`src/rtl/fetch_pkg.sv`:
```
// Shared types and defaults for the instruction-fetch PC sequencer.
package fetch_pkg;

  localparam int unsigned ADDR_W_DEFAULT = 32;
  localparam logic [ADDR_W_DEFAULT-1:0] RESET_VECTOR_DEFAULT = 32'h8000_0000;
  localparam int unsigned PC_INC_DEFAULT = 4;

  typedef logic [ADDR_W_DEFAULT-1:0] addr_t;

  typedef enum logic [1:0] {
    StBoot,
    StRun,
    StRedirPend,
    StHalt
  } state_e;

endpackage

```
`src/rtl/fetch_redirect_buffer.sv`:
```
// Single-entry pending redirect target: newest write overwrites, clear on consume.
module fetch_redirect_buffer #(
  parameter int unsigned ADDR_W = 32
) (
  input  logic              clk_i,
  input  logic              rst_ni,
  input  logic              wr_i,
  input  logic [ADDR_W-1:0] wr_data_i,
  input  logic              clr_i,
  output logic              valid_o,
  output logic [ADDR_W-1:0] data_o
);

  logic              valid_d, valid_q;
  logic [ADDR_W-1:0] data_d, data_q;

  // Clear wins over a same-cycle write: the consumer has already taken the newer target.
  always_comb begin
    valid_d = valid_q;
    data_d  = data_q;
    if (clr_i) begin
      valid_d = 1'b0;
    end else if (wr_i) begin
      valid_d = 1'b1;
      data_d  = wr_data_i;
    end
  end

  always_ff @(posedge clk_i) begin
    if (!rst_ni) begin
      valid_q <= 1'b0;
      data_q  <= '0;
    end else begin
      valid_q <= valid_d;
      data_q  <= data_d;
    end
  end

  assign valid_o = valid_q;
  assign data_o  = data_q;

endmodule

```
`src/rtl/fetch_pc_sequencer.sv`:
```
// Fetch PC owner: issues fetch addresses over valid/ready, applies branch redirects and halts.
module fetch_pc_sequencer
  import fetch_pkg::*;
#(
  parameter int unsigned       ADDR_W       = ADDR_W_DEFAULT,
  parameter logic [ADDR_W-1:0] RESET_VECTOR = RESET_VECTOR_DEFAULT,
  parameter int unsigned       PC_INC       = PC_INC_DEFAULT
) (
  input  logic              clk,
  input  logic              rst_n,
  input  logic              branch_taken,
  input  logic [ADDR_W-1:0] BT,
  input  logic              halt_i,
  output logic              imem_req_valid,
  input  logic              imem_req_ready,
  output logic [ADDR_W-1:0] imem_addr,
  output logic [ADDR_W-1:0] program_counter,
  output logic              fetch_flush,
  output logic              misalign_err
);

  localparam logic [ADDR_W-1:0] IncW = ADDR_W'(PC_INC);

  state_e            state_d, state_q;
  logic [ADDR_W-1:0] addr_d, addr_q;
  logic [ADDR_W-1:0] pc_d, pc_q;
  logic              flush_d, flush_q;
  logic              mis_d, mis_q;

  logic              valid, xfer, redir;
  logic              buf_wr, buf_clr, pend_valid;
  logic [ADDR_W-1:0] pend_data;

  fetch_redirect_buffer #(
    .ADDR_W (ADDR_W)
  ) u_redirect_buffer (
    .clk_i     (clk),
    .rst_ni    (rst_n),
    .wr_i      (buf_wr),
    .wr_data_i (BT),
    .clr_i     (buf_clr),
    .valid_o   (pend_valid),
    .data_o    (pend_data)
  );

  always_comb begin
    state_d = state_q;
    addr_d  = addr_q;
    pc_d    = pc_q;
    flush_d = 1'b0;
    buf_wr  = 1'b0;
    buf_clr = 1'b0;
    valid   = (state_q == StRun) || (state_q == StRedirPend);
    xfer    = valid && imem_req_ready;
    // A misaligned target is dropped outright; only the error pulse survives.
    mis_d   = branch_taken && (BT[1:0] != 2'b00);
    redir   = branch_taken && (BT[1:0] == 2'b00);
    if (xfer) pc_d = addr_q;

    unique case (state_q)
      StBoot: begin
        state_d = StRun;
        if (redir) begin
          addr_d  = BT;
          flush_d = 1'b1;
        end
      end
      StRun: begin
        if (xfer) begin
          addr_d  = redir ? BT : addr_q + IncW;
          flush_d = redir;
          state_d = halt_i ? StHalt : StRun;
        end else if (redir) begin
          buf_wr  = 1'b1;
          state_d = StRedirPend;
        end
      end
      StRedirPend: begin
        if (xfer) begin
          addr_d  = pend_data;
          flush_d = 1'b1;
          // Entering halt keeps the pending target alive as the resume address.
          if (halt_i) begin
            state_d = StHalt;
          end else begin
            buf_clr = 1'b1;
            state_d = StRun;
          end
        end else if (redir) begin
          buf_wr = 1'b1;
        end
      end
      StHalt: begin
        if (redir) buf_wr = 1'b1;
        if (!halt_i) begin
          state_d = StRun;
          buf_clr = 1'b1;
          if (redir) begin
            addr_d = BT;
          end else if (pend_valid) begin
            addr_d = pend_data;
          end
        end
      end
      default: state_d = StBoot;
    endcase
  end

  always_ff @(posedge clk) begin
    if (!rst_n) begin
      state_q <= StBoot;
      addr_q  <= RESET_VECTOR;
      pc_q    <= RESET_VECTOR;
      flush_q <= 1'b0;
      mis_q   <= 1'b0;
    end else begin
      state_q <= state_d;
      addr_q  <= addr_d;
      pc_q    <= pc_d;
      flush_q <= flush_d;
      mis_q   <= mis_d;
    end
  end

  assign imem_req_valid  = valid;
  assign imem_addr       = addr_q;
  assign program_counter = pc_q;
  assign fetch_flush     = flush_q;
  assign misalign_err    = mis_q;

endmodule

```
`config.mk`:
```
export PLATFORM = sky130hd
export DESIGN_NAME = fetch_pc_sequencer
export DESIGN_NICKNAME = d
export VERILOG_FILES = /design/src/rtl/fetch_pkg.sv /design/src/rtl/fetch_redirect_buffer.sv /design/src/rtl/fetch_pc_sequencer.sv
export SDC_FILE = /design/constraint.sdc
export NUM_CORES = 1
export LEC_CHECK = 0
export ABC_CLOCK_PERIOD_IN_PS = 3900
export CAP_MARGIN = 20
export CORE_ASPECT_RATIO = 1.75
export CORE_MARGIN = 1.5
export CORE_UTILIZATION = 40
export DETAILED_ROUTE_END_ITERATION = 8
export PLACE_DENSITY_LB_ADDON = 0.15
export SYNTH_ARGS = -nofsm -noshare
export SYNTH_HDL_FRONTEND = slang
export SYNTH_SLANG_ARGS = --single-unit
```
`constraint.sdc`:
```
create_clock -name clk -period 3.9 [get_ports clk]
set_input_delay 0.975 -clock clk [delete_from_list [all_inputs] [get_ports clk]]
set_output_delay 0.975 -clock clk [all_outputs]
set_load 0.02 [all_outputs]
```
Word level (Yosys, flattened, before mapping)
Cells that the tools add are included.

word-level totals
  output and inout port bits = 67
  register bits = 101
  word-level logic and storage cells = 54
  input bits = 37

cells by class
  reductions and logical operators = 12
  eq/ne operators = 9
  $add $sub $neg = 1
  bitwise operators = 2
  multiplexer cells = 23

operators by type and width
  cell                                                                     number
  32-bit 2-to-1 mux                                                        7
  32-bit one-hot mux with 4 select lines                                   1
  32-bit by 3-bit adder with 32-bit output, second input constant          1
  2-bit 2-to-1 mux                                                         5
  2-bit inequality test, second input constant                             4
  2-bit one-hot mux with 4 select lines                                    1
  1-bit 2-to-1 mux                                                         6
  5-bit AND reduction                                                      1
  2-bit == test, second input constant                                     2
  2-bit logical NOT                                                        2
  1-bit one-hot mux with 2 select lines                                    2
  2-bit OR reduction                                                       2
  1-bit logical AND                                                        3
  3-bit by 2-bit inequality test with 1-bit output, second input constant  1
  3-bit inequality test, second input constant                             1
  1-bit one-hot mux with 3 select lines                                    1
  3-bit AND reduction                                                      1
  2-bit by 1-bit == test with 1-bit output, second input constant          1
  1-bit NOT                                                                2
  2-bit AND reduction                                                      1
  2-bit nonzero test                                                       1
  1-bit logical OR                                                         1

Longest topological paths before layout
Gate-level depths: netlist of the first run.

  depth in word-level cells = 7
  gate-level depth with buffers = 10
  gate-level depth less buffers = 7

Modules after synthesis
From an unflattened synthesis of the first run, not the netlist that was laid out.

second synthesis, totals
  cell total of the unflattened synthesis = 641
  area total of the unflattened synthesis = 5255.0 sq um

modules (own cells, without submodules)
  module                 times used  seq. area each (sq um)  area each (sq um)  cells an instance
  fetch_pc_sequencer     1           1361.3                  3901.2             498
  fetch_redirect_buffer  1           660.6                   1353.8             143

Worst setup path after synthesis of the first run
No wires, ideal clock.

  kind = input port to flip-flop
  start = input BT[0]
  end = register addr_q[13], in the netlist imem_addr[13]
  library setup time = 0.117 ns
  data arrival time = 2.794 ns
  stages = 8
  path buffers = 3
  required time = 3.783 ns
  setup slack = 0.988 ns
  cell sequence = or3b_1 clkbuf_1 a222oi_1 and2_1 buf_2 buf_4 o21ai_0 a32o_1

on the way
  cells in the longest elaborated chain, start to end = 5
  elaborated cells between the ends (all ways) = 10
  those cells by class = eq/ne: 2; mux: 5; reduce/logical: 3

RTL lines
  item                                         RTL line                                            source
  start: declaration                           fetch_pc_sequencer.sv:12                            input logic [ADDR_W-1:0] BT,
  2-bit logical NOT (*)                        fetch_pc_sequencer.sv:57                            redir = branch_taken && (BT[1:0] == 2'b00);
  1-bit logical AND (*)                        fetch_pc_sequencer.sv:57
  32-bit 2-to-1 mux, on equally long branches  fetch_pc_sequencer.sv:98, fetch_pc_sequencer.sv:70
  32-bit 2-to-1 mux, on equally long branches  fetch_pc_sequencer.sv:95, fetch_pc_sequencer.sv:69
  32-bit one-hot mux with 4 select lines       fetch_pc_sequencer.sv:60                            unique case (state_q)
  end signal: assignment                       fetch_pc_sequencer.sv:118                           addr_q <= addr_d;
  end: declaration                             fetch_pc_sequencer.sv:25                            logic [ADDR_W-1:0] addr_d, addr_q;

Mark *: on every way between the ends. The rest lies on a longest branch, timed or not. The select of a mux whose other input is x is not followed.
A chain may end at the register's enable or synchronous reset.

Worst setup path after layout of the first run
  start = input BT[0]
  end = register addr_q[22], in the netlist imem_addr[22]

Same word-level chain as after synthesis.

==> load_flow_metrics.sql, run 1 <==
INSERT INTO impl_metrics (metric_group, metric, value, unit) VALUES
('sta', 'timing_max_transition_violations_final', '0', ''),
('floorplanning', 'initial_utilization', '0.412', ''),
('status', 'run_status', 'finished, final reports clean', ''),
('global_route', 'grt_antenna_before_repair', '0', ''),
('sta', 'worst_clock_skew', '0.00767', 'ns'),
('clock_tree', 'cts_buffers', '9', ''),
('sta', 'min_period_over_period', '0.785', ''),
('cells_and_area', 'final_core_util', '0.539', ''),
('pwr', 'worst_ir_drop_vdd', '324', 'uV'),
('detailed_routing', 'route.detailed.wl_per_inst', '18.3', 'um'),
('global_route', 'globalRouteOverflowTotal', '0', ''),
('synth', 'synthDominantAreaCellType', 'dfxtp_1', ''),
('global_route', 'grtUsageTotal', '0.244', ''),
('floorplanning', 'placementRows', '53', ''),
('clock_tree', 'clock_sinks', '101', ''),
('pwr', 'power_density_relative_to_cell_area', '647', 'mW/mm^2'),
('worst_setup_path', 'critical_path.max_fanout', '13', ''),
('global_route', 'grtUsageMet1', '0.275', ''),
('clock_tree', 'cts_resized', '0', ''),
('cells_and_area', 'design_area', '0.00650', 'mm^2'),
('worst_setup_path', 'crit_path_class', 'in -> reg', ''),
('placed_design', 'dpl_cell_area', '0.00618', 'mm^2'),
('worst_setup_path', 'start_kind', 'input pin', ''),
('synth', 'ys_types', '62', ''),
('synth', 'synthSimpleGateAreaFrac', '0.207', ''),
('detailed_routing', 'drt_pre_antenna_iters', '5', ''),
('cells_and_area', 'area_growth_syn_to_layout', '30.7', '%'),
('sta', 'timing.final.setup_violations', '0', ''),
('sta', 'worstMarginPinSlew', '1.08', 'ns'),
('global_route', 'first_global_vias', '4881', ''),
('worst_setup_path', 'startpoint_of_the_lowest_slack_register_to_register_path', 'state_q[1]', ''),
('synth', 'synth.yosys.warnings', '0', ''),
('cells_and_area', 'antenna_diode_count', '0', ''),
('floorplanning', 'die_w', '87.3', 'um'),
('clock_tree', 'clock_tree.buffer_depth', '2', ''),
('placed_design', 'buffer_ports.inserted', '103', ''),
('synth', 'avgSynthCellArea', '8.24', 'um^2'),
('detailed_routing', 'drt-total-wl', '15700', 'um'),
('placed_design', 'place_worst_setup_slack', '0.512', 'ns'),
('worst_hold_path', 'min_path_cells', '2', ''),
('sta', 'layout_min_cycle_time', '3.06', 'ns'),
('detailed_routing', 'drcViolationCount', '0', ''),
('worst_setup_path', 'worst_r2r_endpoint', 'imem_addr[24]', ''),
('sta', 'headroom_to_the_max_slew_limit', '0.276', ''),
('synth', 'mappedNetlistNets', '648', ''),
('clock_tree', 'ctsHtreeMaxLevel', '3', ''),
('worst_setup_path', 'worst_path_max_delay_cell', 'or4_1', ''),
('sta', 'maximum_operating_frequency', '0.327', 'GHz'),
('synth', 'synth_area_leaders', 'dfxtp_1 (41%), nand2_1 (6.9%), mux2i_1 (6.2%)', ''),
('clock_tree', 'cts.hold.buffers_added', '0', ''),
('floorplanning', 'coreArea', '0.0121', 'mm^2'),
('sta', 'rsz_0062_raised_after_global_routing', 'false', ''),
('global_route', 'gr-max-usage-layer', 'met2', ''),
('synth', 'post_synth_xor_area_fraction', '0.0106', ''),
('detailed_routing', 'detailroute.via_count', '4999', ''),
('synth', 'synth_sequential_area_ratio', '0.406', ''),
('synth', 'synth_compound_gate_area_share', '0.249', ''),
('clock_tree', 'insertion_delay_of_the_later_clocked_pin_in_the_worst_skew_pair', '0.35', 'ns'),
('worst_setup_path', 'critical_path_required', '4.16', 'ns'),
('sta', 'layout_setup_ws', '0.839', 'ns'),
('detailed_routing', 'first_iter_violations', '288', ''),
('clock_tree', 'clock_tree_from_tritoncts', 'done', ''),
('sta', 'setup_tns', '0', 'ns'),
('clock_tree', 'post_cts.repair.setup_buffers', '0', ''),
('global_route', 'grt_max_degree', '54', ''),
('placed_design', 'gp_routability_congestion', '0.875', ''),
('synth', 'mux_cell_area_share_after_synthesis', '0.0624', ''),
('placed_design', 'dp_hpwl', '10800', 'um'),
('clock_tree', 'cts.clk_slew.worst_paths', '0.07', 'ns'),
('floorplanning', 'die_area', '0.0131', 'mm^2'),
('worst_setup_path', 'critical_path.cell_chain', 'clkdlybuf4s50_1, or3b_1, a222oi_1, buf_4, nand2_2, or4_1, o221ai_1', '');
how the worst max path moves through the flow:
stage          startpoint       endpoint  slack [ns]
2_1_floorplan       BT[0]  imem_addr[13]        0.99
3_3_place_gp        BT[0]  imem_addr[22]        0.56
3_5_place_dp        BT[0]  imem_addr[22]        0.51
4_1_cts             BT[0]  imem_addr[22]        0.85
5_1_grt             BT[0]  imem_addr[22]        0.66
6_report            BT[0]  imem_addr[22]        0.84
power breakdown:
group / total (mW) / internal (mW) / switching (mW)
Clock: 0.964 / 0.576 / 0.388
Sequential: 1.46 / 1.20 / 0.254
Combinational: 1.79 / 0.733 / 1.05
Yosys cell counts, types with 7 or more instances:
| cell type | count |
|---|---|
| o21ai_0 | 19 |
| o21a_1 | 9 |
| a31oi_1 | 12 |
| nand2_1 | 92 |
| a22oi_1 | 18 |
| nand2b_1 | 8 |
| nand3_1 | 18 |
| nor2_1 | 52 |
| inv_1 | 13 |
| and3_1 | 7 |
| mux2i_1 | 31 |
| clkbuf_1 | 33 |
| ha_1 | 7 |
| a22o_1 | 8 |
| a21oi_1 | 51 |
| nand4_1 | 14 |
| dfxtp_1 | 101 |
flip-flops by register name, indices dropped and copies added, names as in the netlist:
register,cells
imem_addr,32
u_redirect_buffer.valid_o,1
fetch_flush,1
program_counter,32
misalign_err,1
state_q,2
u_redirect_buffer.data_o,32
worst max-delay path, delay by kind of cell:
family | cells | cell delay, ns
AND/OR/NAND/NOR | 3 | 1.13
buffers and inverters | 2 | 0.70
AO/OA/AOI/OAI | 2 | 0.52
routing by layer:
| metal | wire (um) | part of all wire | vias to the layer above |
|---|---|---|---|
| met4 | 527 | 0.033 | 0 |
| met5 | 0 | 0 | - |
| met2 | 8270 | 0.53 | 211 |
| li1 | - | - | 2379 |
| met3 | 907 | 0.058 | 44 |
| met1 | 6030 | 0.38 | 2365 |
final cells by class:
class | instances | area (um^2)
Fill cell | 1186 | 5570
Sequential cell | 101 | 2020
Timing Repair Buffer | 120 | 1170
Multi-Input combinational cell | 445 | 2740
Inverter | 13 | 48.8
Clock inverter | 4 | 72.6
Tap cell | 165 | 206
Clock buffer | 11 | 243
kinds of logic after synthesis:
logic type	count (synthesis)
compound gates	180
xor+xnor	6
simple gates	221
flops	101
fa+ha+maj	7
buf+inv	58
mux	31
(Power assumes the default switching activity.)
==> run 2: changes to the inputs <==
--- a/config.mk
+++ b/config.mk
@@ -5,7 +5,7 @@
 export SDC_FILE = /design/constraint.sdc
 export NUM_CORES = 1
 export LEC_CHECK = 0
-export ABC_CLOCK_PERIOD_IN_PS = 3900
+export ABC_CLOCK_PERIOD_IN_PS = 3050
 export CAP_MARGIN = 20
 export CORE_ASPECT_RATIO = 1.75
 export CORE_MARGIN = 1.5
==> constraint.sdc (replaced) <==
create_clock -name clk -period 3.05 [get_ports clk]
set_input_delay 0.7625 -clock clk [delete_from_list [all_inputs] [get_ports clk]]
set_output_delay 0.7625 -clock clk [all_outputs]
set_load 0.02 [all_outputs]
==> run 2 against run 1 <==
Effect of this change:
- worst setup slack worse by 0.52 ns
- clock skew up 0.0014 ns
- sequential cell count unchanged
- register-to-register slack worse by 0.41 ns
- total power up 32%
- cell count up 2.1%
- core utilization up 1.3 points
- die area unchanged
- cell area up 2.4%
- sequential share of layout area down 0.73 points
- critical path depth up 1
- global-route usage up 0.60 points
==> load_flow_metrics.sql, run 2 (synthesized netlist as in run 1, its figures left out) <==
INSERT INTO impl_metrics (metric_group, metric, value, unit) VALUES
('clock_tree', 'cts_resized', '0', ''),
('floorplanning', 'initial_utilization', '0.412', ''),
('cells_and_area', 'area_growth_syn_to_layout', '33.8', '%'),
('worst_setup_path', 'critical_path_required', '3.29', 'ns'),
('detailed_routing', 'drcViolationCount', '0', ''),
('worst_setup_path', 'crit_path_max_incr_delay', '0.52', 'ns'),
('cells_and_area', 'drive_above_1_share', '0.0843', ''),
('sta', 'finalHoldViolCount', '0', ''),
('cells_and_area', 'antenna_diode_count', '0', ''),
('clock_tree', 'post_cts.repair.setup_buffers', '0', ''),
('clock_tree', 'clock_tree.buffer_depth', '2', ''),
('floorplanning', 'die_w', '87.3', 'um'),
('clock_tree', 'ctsHtreeMaxLevel', '3', ''),
('sta', 'headroom_to_the_max_slew_limit', '0.626', ''),
('floorplanning', 'placementRows', '53', ''),
('worst_setup_path', 'arrival_worst_endpoint', '2.98', 'ns'),
('placed_design', 'buffer_ports.inserted', '103', ''),
('floorplanning', 'floorplan.die.height', '151', 'um'),
('status', 'run_status', 'finished, final reports clean', ''),
('detailed_routing', 'via_per_inst', '5.72', ''),
('clock_tree', 'cts.hold.buffers_added', '0', ''),
('pwr', 'leakagePower', '2.36', 'nW'),
('worst_setup_path', 'crit_path_class', 'in -> reg', ''),
('pwr', 'worst_ir_drop_vdd', '406', 'uV'),
('worst_setup_path', 'critical_path.max_fanout', '11', ''),
('floorplanning', 'top_level_ports', '104', ''),
('detailed_routing', 'route.detailed.wl_per_inst', '18.2', 'um'),
('placed_design', 'dpl_cell_area', '0.00632', 'mm^2'),
('detailed_routing', 'first_iter_violations', '284', ''),
('global_route', 'grt_antenna_before_repair', '0', ''),
('clock_tree', 'cts.clk_slew.worst_paths', '0.07', 'ns'),
('worst_setup_path', 'timing.critical_path.mode_cell', 'buf_4', ''),
('global_route', 'first_global_vias', '5050', ''),
('worst_setup_path', 'critPathTopFamily', 'buffers and inverters', ''),
('global_route', 'grt_first_pass_wirelength', '25500', 'um'),
('floorplanning', 'coreArea', '0.0121', 'mm^2'),
('clock_tree', 'ctsRootBufferMaster', 'clkbuf_16', ''),
('clock_tree', 'clock_tree_from_tritoncts', 'done', ''),
('sta', 'maximum_operating_frequency', '0.366', 'GHz'),
('cells_and_area', 'fillCellCount', '1144', ''),
('cells_and_area', 'design_area', '0.00666', 'mm^2'),
('cells_and_area', 'final_core_util', '0.552', ''),
('worst_setup_path', 'crit_path_end_kind', 'flip-flop', ''),
('placed_design', 'gp_routability_congestion', '0.878', ''),
('worst_hold_path', 'min_delay_path_class', 'reg -> reg', ''),
('global_route', 'globalRouteOverflowTotal', '0', ''),
('clock_tree', 'insertion_delay_of_the_later_clocked_pin_in_the_worst_skew_pair', '0.36', 'ns'),
('detailed_routing', 'drt_pre_antenna_iters', '5', ''),
('sta', 'timing_max_transition_violations_final', '0', ''),
('worst_setup_path', 'critical_path.cell_chain', 'clkdlybuf4s50_1, or3b_1, a222oi_1, buf_4, and2_1, buf_4, o21ai_0, a32o_1', ''),
('global_route', 'grt_max_degree', '42', ''),
('worst_setup_path', 'worstPathBufferInverterCount', '3', ''),
('detailed_routing', 'detailroute.via_count', '5017', ''),
('sta', 'layout_min_cycle_time', '2.73', 'ns'),
('cells_and_area', 'layout_commonest_cell', 'clkdlybuf4s50_1', ''),
('sta', 'rsz_0062_raised_after_global_routing', 'false', ''),
('floorplanning', 'die_area', '0.0131', 'mm^2'),
('pwr', 'power_density_relative_to_cell_area', '835', 'mW/mm^2'),
('cells_and_area', 'nNetsFinal', '751', ''),
('sta', 'worstMarginPinSlew', '0.557', 'ns'),
('clock_tree', 'cts_buffers', '9', ''),
('sta', 'min_period_over_period', '0.896', ''),
('clock_tree', 'clock_sinks', '101', ''),
('detailed_routing', 'drt-total-wl', '16000', 'um'),
('global_route', 'grtUsageTotal', '0.250', ''),
('sta', 'timing.final.setup_violations', '0', ''),
('sta', 'worst_clock_skew', '0.00905', 'ns'),
('job', 'cap_viol_max_count', '0', ''),
('placed_design', 'dp_hpwl', '11100', 'um'),
('detailed_routing', 'antenna_left', '0', ''),
('cells_and_area', 'mostFrequentLayoutCells', 'clkdlybuf4s50_1 (103), dfxtp_1 (101), nand2_1 (92)', ''),
('worst_setup_path', 'worst_path_max_delay_cell', 'clkdlybuf4s50_1', ''),
('worst_setup_path', 'start_kind', 'input pin', '');
run 2: layout make-up:
class,count,area (um^2),share of cell area
tap,165,206,0.0310
inverter,13,48.8,0.00733
clock inverter,6,92.6,0.0139
timing repair buffer,137,1310,0.197
multi-input combinational,445,2740,0.411
clock buffer,10,239,0.0359
sequential,101,2020,0.304
run 2: worst paths after layout:
path / start / depth (start not counted) / slack [ns] / to
max: branch_taken / 8 / 0.32 / imem_addr[18]
min reg2reg: program_counter[12] / 2 / 0.45 / program_counter[12]
min: program_counter[12] / 2 / 0.45 / program_counter[12]
max reg2reg: state_q[0] / 9 / 0.63 / imem_addr[13]
run 2: metal layers:
layer | part of all wire | track usage
met2 | 0.52 | 0.443
met5 | 0 | 0
met3 | 0.040 | 0.0389
met1 | 0.41 | 0.289
met4 | 0.033 | 0.116
run 2: worst reg2reg max path, cell delays in order, from the launching register on:
cell and delay [ns]:
dfxtp_1 0.40, inv_1 0.12, ha_1 0.33, nor4b_1 0.38, buf_4 0.19, nor2_1 0.09, buf_12 0.17, a22oi_1 0.30
o21ai_0 0.14, a32o_1 0.21
run 2: power by group:
part	switching [mW]	internal (mW)	total, mW
Sequential	0.308	1.54	1.84
Clock	0.538	0.748	1.29
Combinational	1.41	1.02	2.43
Total	2.25	3.31	5.56
run 2: stage by stage:
stage               hold WS, ns  total power, mW  instances  worst slack (ns)  setup TNS (ns)
finish                    0.452             5.56        877             0.317               0
global route              0.471             5.87        877             0.178               0
CTS                       0.455             5.58        877             0.331               0
detailed placement        0.445             4.29        861           -0.0162         -0.0394
global placement          0.440             4.25        861           0.00186               0
floorplan                 0.452             3.20        604             0.351               0
==> run 3: changes to the inputs <==
--- a/config.mk
+++ b/config.mk
@@ -11,6 +11,7 @@
 export CORE_MARGIN = 1.5
 export CORE_UTILIZATION = 40
 export DETAILED_ROUTE_END_ITERATION = 8
+export DONT_BUFFER_PORTS = 1
 export PLACE_DENSITY_LB_ADDON = 0.15
 export SYNTH_ARGS = -nofsm -noshare
 export SYNTH_HDL_FRONTEND = slang
==> run 3 against run 2 <==
Effect of this change:
- sequential cell count stayed put
- highest routed layer unchanged
- clock-buffer cell count is 1 higher
- non-clock buffer count is 107 lower
- critical path depth stayed put
- largest cell class unchanged
- critical endpoint is now imem_addr[31]
- clock skew is 0.0017 ns lower
==> load_flow_metrics.sql, run 3 (synthesized netlist as in run 1, its figures left out) <==
INSERT INTO impl_metrics (metric_group, metric, value, unit) VALUES
('detailed_routing', 'detailroute.via_count', '4652', ''),
('cells_and_area', 'design_area', '0.00553', 'mm^2'),
('clock_tree', 'cts.clk_slew.worst_paths', '0.07', 'ns'),
('global_route', 'grt_max_degree', '34', ''),
('pwr', 'worst_ir_drop_vdd', '376', 'uV'),
('pwr', 'total_power', '4.95', 'mW'),
('clock_tree', 'ctsRootBufferMaster', 'clkbuf_16', ''),
('cells_and_area', 'antenna_diode_count', '0', ''),
('pwr', 'comb_power_share', '0.374', ''),
('sta', 'finalHoldViolCount', '0', ''),
('floorplanning', 'die_w', '87.3', 'um'),
('sta', 'worst_clock_skew', '0.00738', 'ns'),
('worst_hold_path', 'min_path_cells', '1', ''),
('sta', 'maximum_operating_frequency', '0.392', 'GHz'),
('cells_and_area', 'drive_above_1_share', '0.0926', ''),
('clock_tree', 'clock_sinks', '101', ''),
('cells_and_area', 'multi_input_area', '0.00274', 'mm^2'),
('sta', 'rsz_0062_raised_after_global_routing', 'false', ''),
('clock_tree', 'cts.hold.buffers_added', '0', ''),
('pwr', 'power.internal', '2.80', 'mW'),
('sta', 'timing_max_transition_violations_final', '0', ''),
('pwr', 'power_density_relative_to_cell_area', '895', 'mW/mm^2'),
('global_route', 'grt_antenna_before_repair', '0', ''),
('sta', 'layout_setup_ws', '0.497', 'ns'),
('cells_and_area', 'nNetsFinal', '644', ''),
('clock_tree', 'cts_resized', '0', ''),
('global_route', 'globalRouteOverflowTotal', '0', ''),
('global_route', 'grt_first_pass_wirelength', '24300', 'um'),
('placed_design', 'dp_cells', '754', ''),
('placed_design', 'dpl_cell_area', '0.00525', 'mm^2'),
('pwr', 'power.sequential.fraction', '0.406', ''),
('cells_and_area', 'mostFrequentLayoutCells', 'dfxtp_1 (101), nand2_1 (92), nor2_1 (51), a21oi_1 (51), mux2i_1 (31)', ''),
('global_route', 'first_global_vias', '4565', ''),
('detailed_routing', 'via_per_inst', '6.04', ''),
('clock_tree', 'post_cts.repair.setup_buffers', '0', ''),
('sta', 'headroom_to_the_max_slew_limit', '0.575', ''),
('pwr', 'leakagePower', '1.95', 'nW'),
('cells_and_area', 'layoutNonFillerInstCount', '770', ''),
('status', 'run_status', 'finished, final reports clean', ''),
('cells_and_area', 'layout_commonest_cell', 'dfxtp_1', ''),
('worst_setup_path', 'arrival_worst_endpoint', '2.79', 'ns'),
('pwr', 'p_switching', '2.15', 'mW'),
('placed_design', 'dp_hpwl', '11000', 'um'),
('job', 'cap_viol_max_count', '0', ''),
('pwr', 'swShare', '0.434', ''),
('floorplanning', 'top_level_ports', '104', ''),
('clock_tree', 'cts_buffers', '9', ''),
('sta', 'worstMarginPinSlew', '0.637', 'ns'),
('sta', 'timing.final.setup_violations', '0', ''),
('worst_setup_path', 'crit_path_class', 'reg -> reg', ''),
('worst_setup_path', 'start_kind', 'flip-flop', ''),
('detailed_routing', 'drt_pre_antenna_iters', '5', ''),
('clock_tree', 'clock_tree.buffer_depth', '2', ''),
('placed_design', 'gp_routability_congestion', '0.867', ''),
('placed_design', 'place_worst_setup_slack', '0.437', 'ns'),
('floorplanning', 'die_area', '0.0131', 'mm^2'),
('worst_setup_path', 'crit_path_end_kind', 'flip-flop', ''),
('cells_and_area', 'area_growth_syn_to_layout', '11.1', '%'),
('floorplanning', 'floorplan.die.height', '151', 'um'),
('detailed_routing', 'first_iter_violations', '277', ''),
('worst_hold_path', 'min_delay_path_class', 'reg -> reg', ''),
('worst_setup_path', 'worstRegToRegCells', '8', ''),
('detailed_routing', 'antenna_left', '0', ''),
('detailed_routing', 'drt-total-wl', '15700', 'um'),
('cells_and_area', 'fillCellCount', '1225', ''),
('cells_and_area', 'seqCellArea', '0.00202', 'mm^2'),
('worst_setup_path', 'critical_path.max_fanout', '24', ''),
('clock_tree', 'clock_tree_from_tritoncts', 'done', ''),
('floorplanning', 'initial_utilization', '0.412', ''),
('pwr', 'clock_power_share', '0.221', ''),
('detailed_routing', 'drcViolationCount', '0', ''),
('floorplanning', 'coreArea', '0.0121', 'mm^2'),
('clock_tree', 'insertion_delay_of_the_later_clocked_pin_in_the_worst_skew_pair', '0.35', 'ns'),
('floorplanning', 'placementRows', '53', ''),
('placed_design', 'buffer_ports.inserted', '0', ''),
('clock_tree', 'ctsHtreeMaxLevel', '3', ''),
('detailed_routing', 'route.detailed.wl_per_inst', '20.3', 'um'),
('worst_setup_path', 'critical_path_required', '3.28', 'ns'),
('sta', 'layout_min_cycle_time', '2.55', 'ns'),
('sta', 'min_period_over_period', '0.837', ''),
('sta', 'setup_tns', '0', 'ns'),
('global_route', 'grtUsageTotal', '0.243', '');
run 3: cell count changes in the layout (fill, tap and decap cells not counted), sizes merged, moves of 2 or more:
cell and delta:
clkinvlp -2, buf -4, clkdlybuf4s50 -103, clkinv +5, inv -2, bufinv -2
run 3: power groups by stage:
stage               combinational, mW  sequential, mW  clock, mW
floorplan                        1.19            2.01          0
global placement                 1.79            2.03          0
detailed placement               1.84            2.04          0
CTS                              1.84            2.01       1.12
global route                     2.02            2.04       1.17
finish                           1.85            2.01       1.09
run 3: worst paths after layout:
| path | from | to | slack (ns) |
|---|---|---|---|
| worst max-delay path | state_q[0] | imem_addr[31] | 0.50 |
| worst min-delay path | u_redirect_buffer.data_o[0] | u_redirect_buffer.data_o[0] | 0.48 |
| worst max register to register | state_q[0] | imem_addr[31] | 0.50 |
| worst min register to register | u_redirect_buffer.data_o[0] | u_redirect_buffer.data_o[0] | 0.48 |
run 3: metrics by stage:
stage	util	hold WS, ns
finish	0.458	0.479
global route	0.458	0.493
CTS	0.458	0.480
detailed placement	0.435	0.471
global placement	0.435	0.464
floorplan	-	0.452
run 3: layout make-up:
cell class	instances	share of cell area
Multi-Input combinational cell	445	0.495
Sequential cell	101	0.366
Inverter	13	0.00883
Timing Repair Buffer	30	0.0430
Clock inverter	5	0.00453
Tap cell	165	0.0373
Clock buffer	11	0.0457
run 3: critical path, cell delays in order (launching register included):
cell and delay (ns):
dfxtp_1 0.40, inv_1 0.11, ha_1 0.32, nor4b_1 0.48, nor2_1 0.10, buf_4 0.26
a22o_1 0.26, a21o_1 0.16, a221o_1 0.34
run 3: per-layer routing:
layer / share of wire / up-vias / global-route usage
met5: 0 / - / 0
met1: 0.38 / 2235 / 0.262
met3: 0.061 / 39 / 0.0598
li1: - / 2201 / -
met4: 0.037 / 0 / 0.119
met2: 0.52 / 177 / 0.432
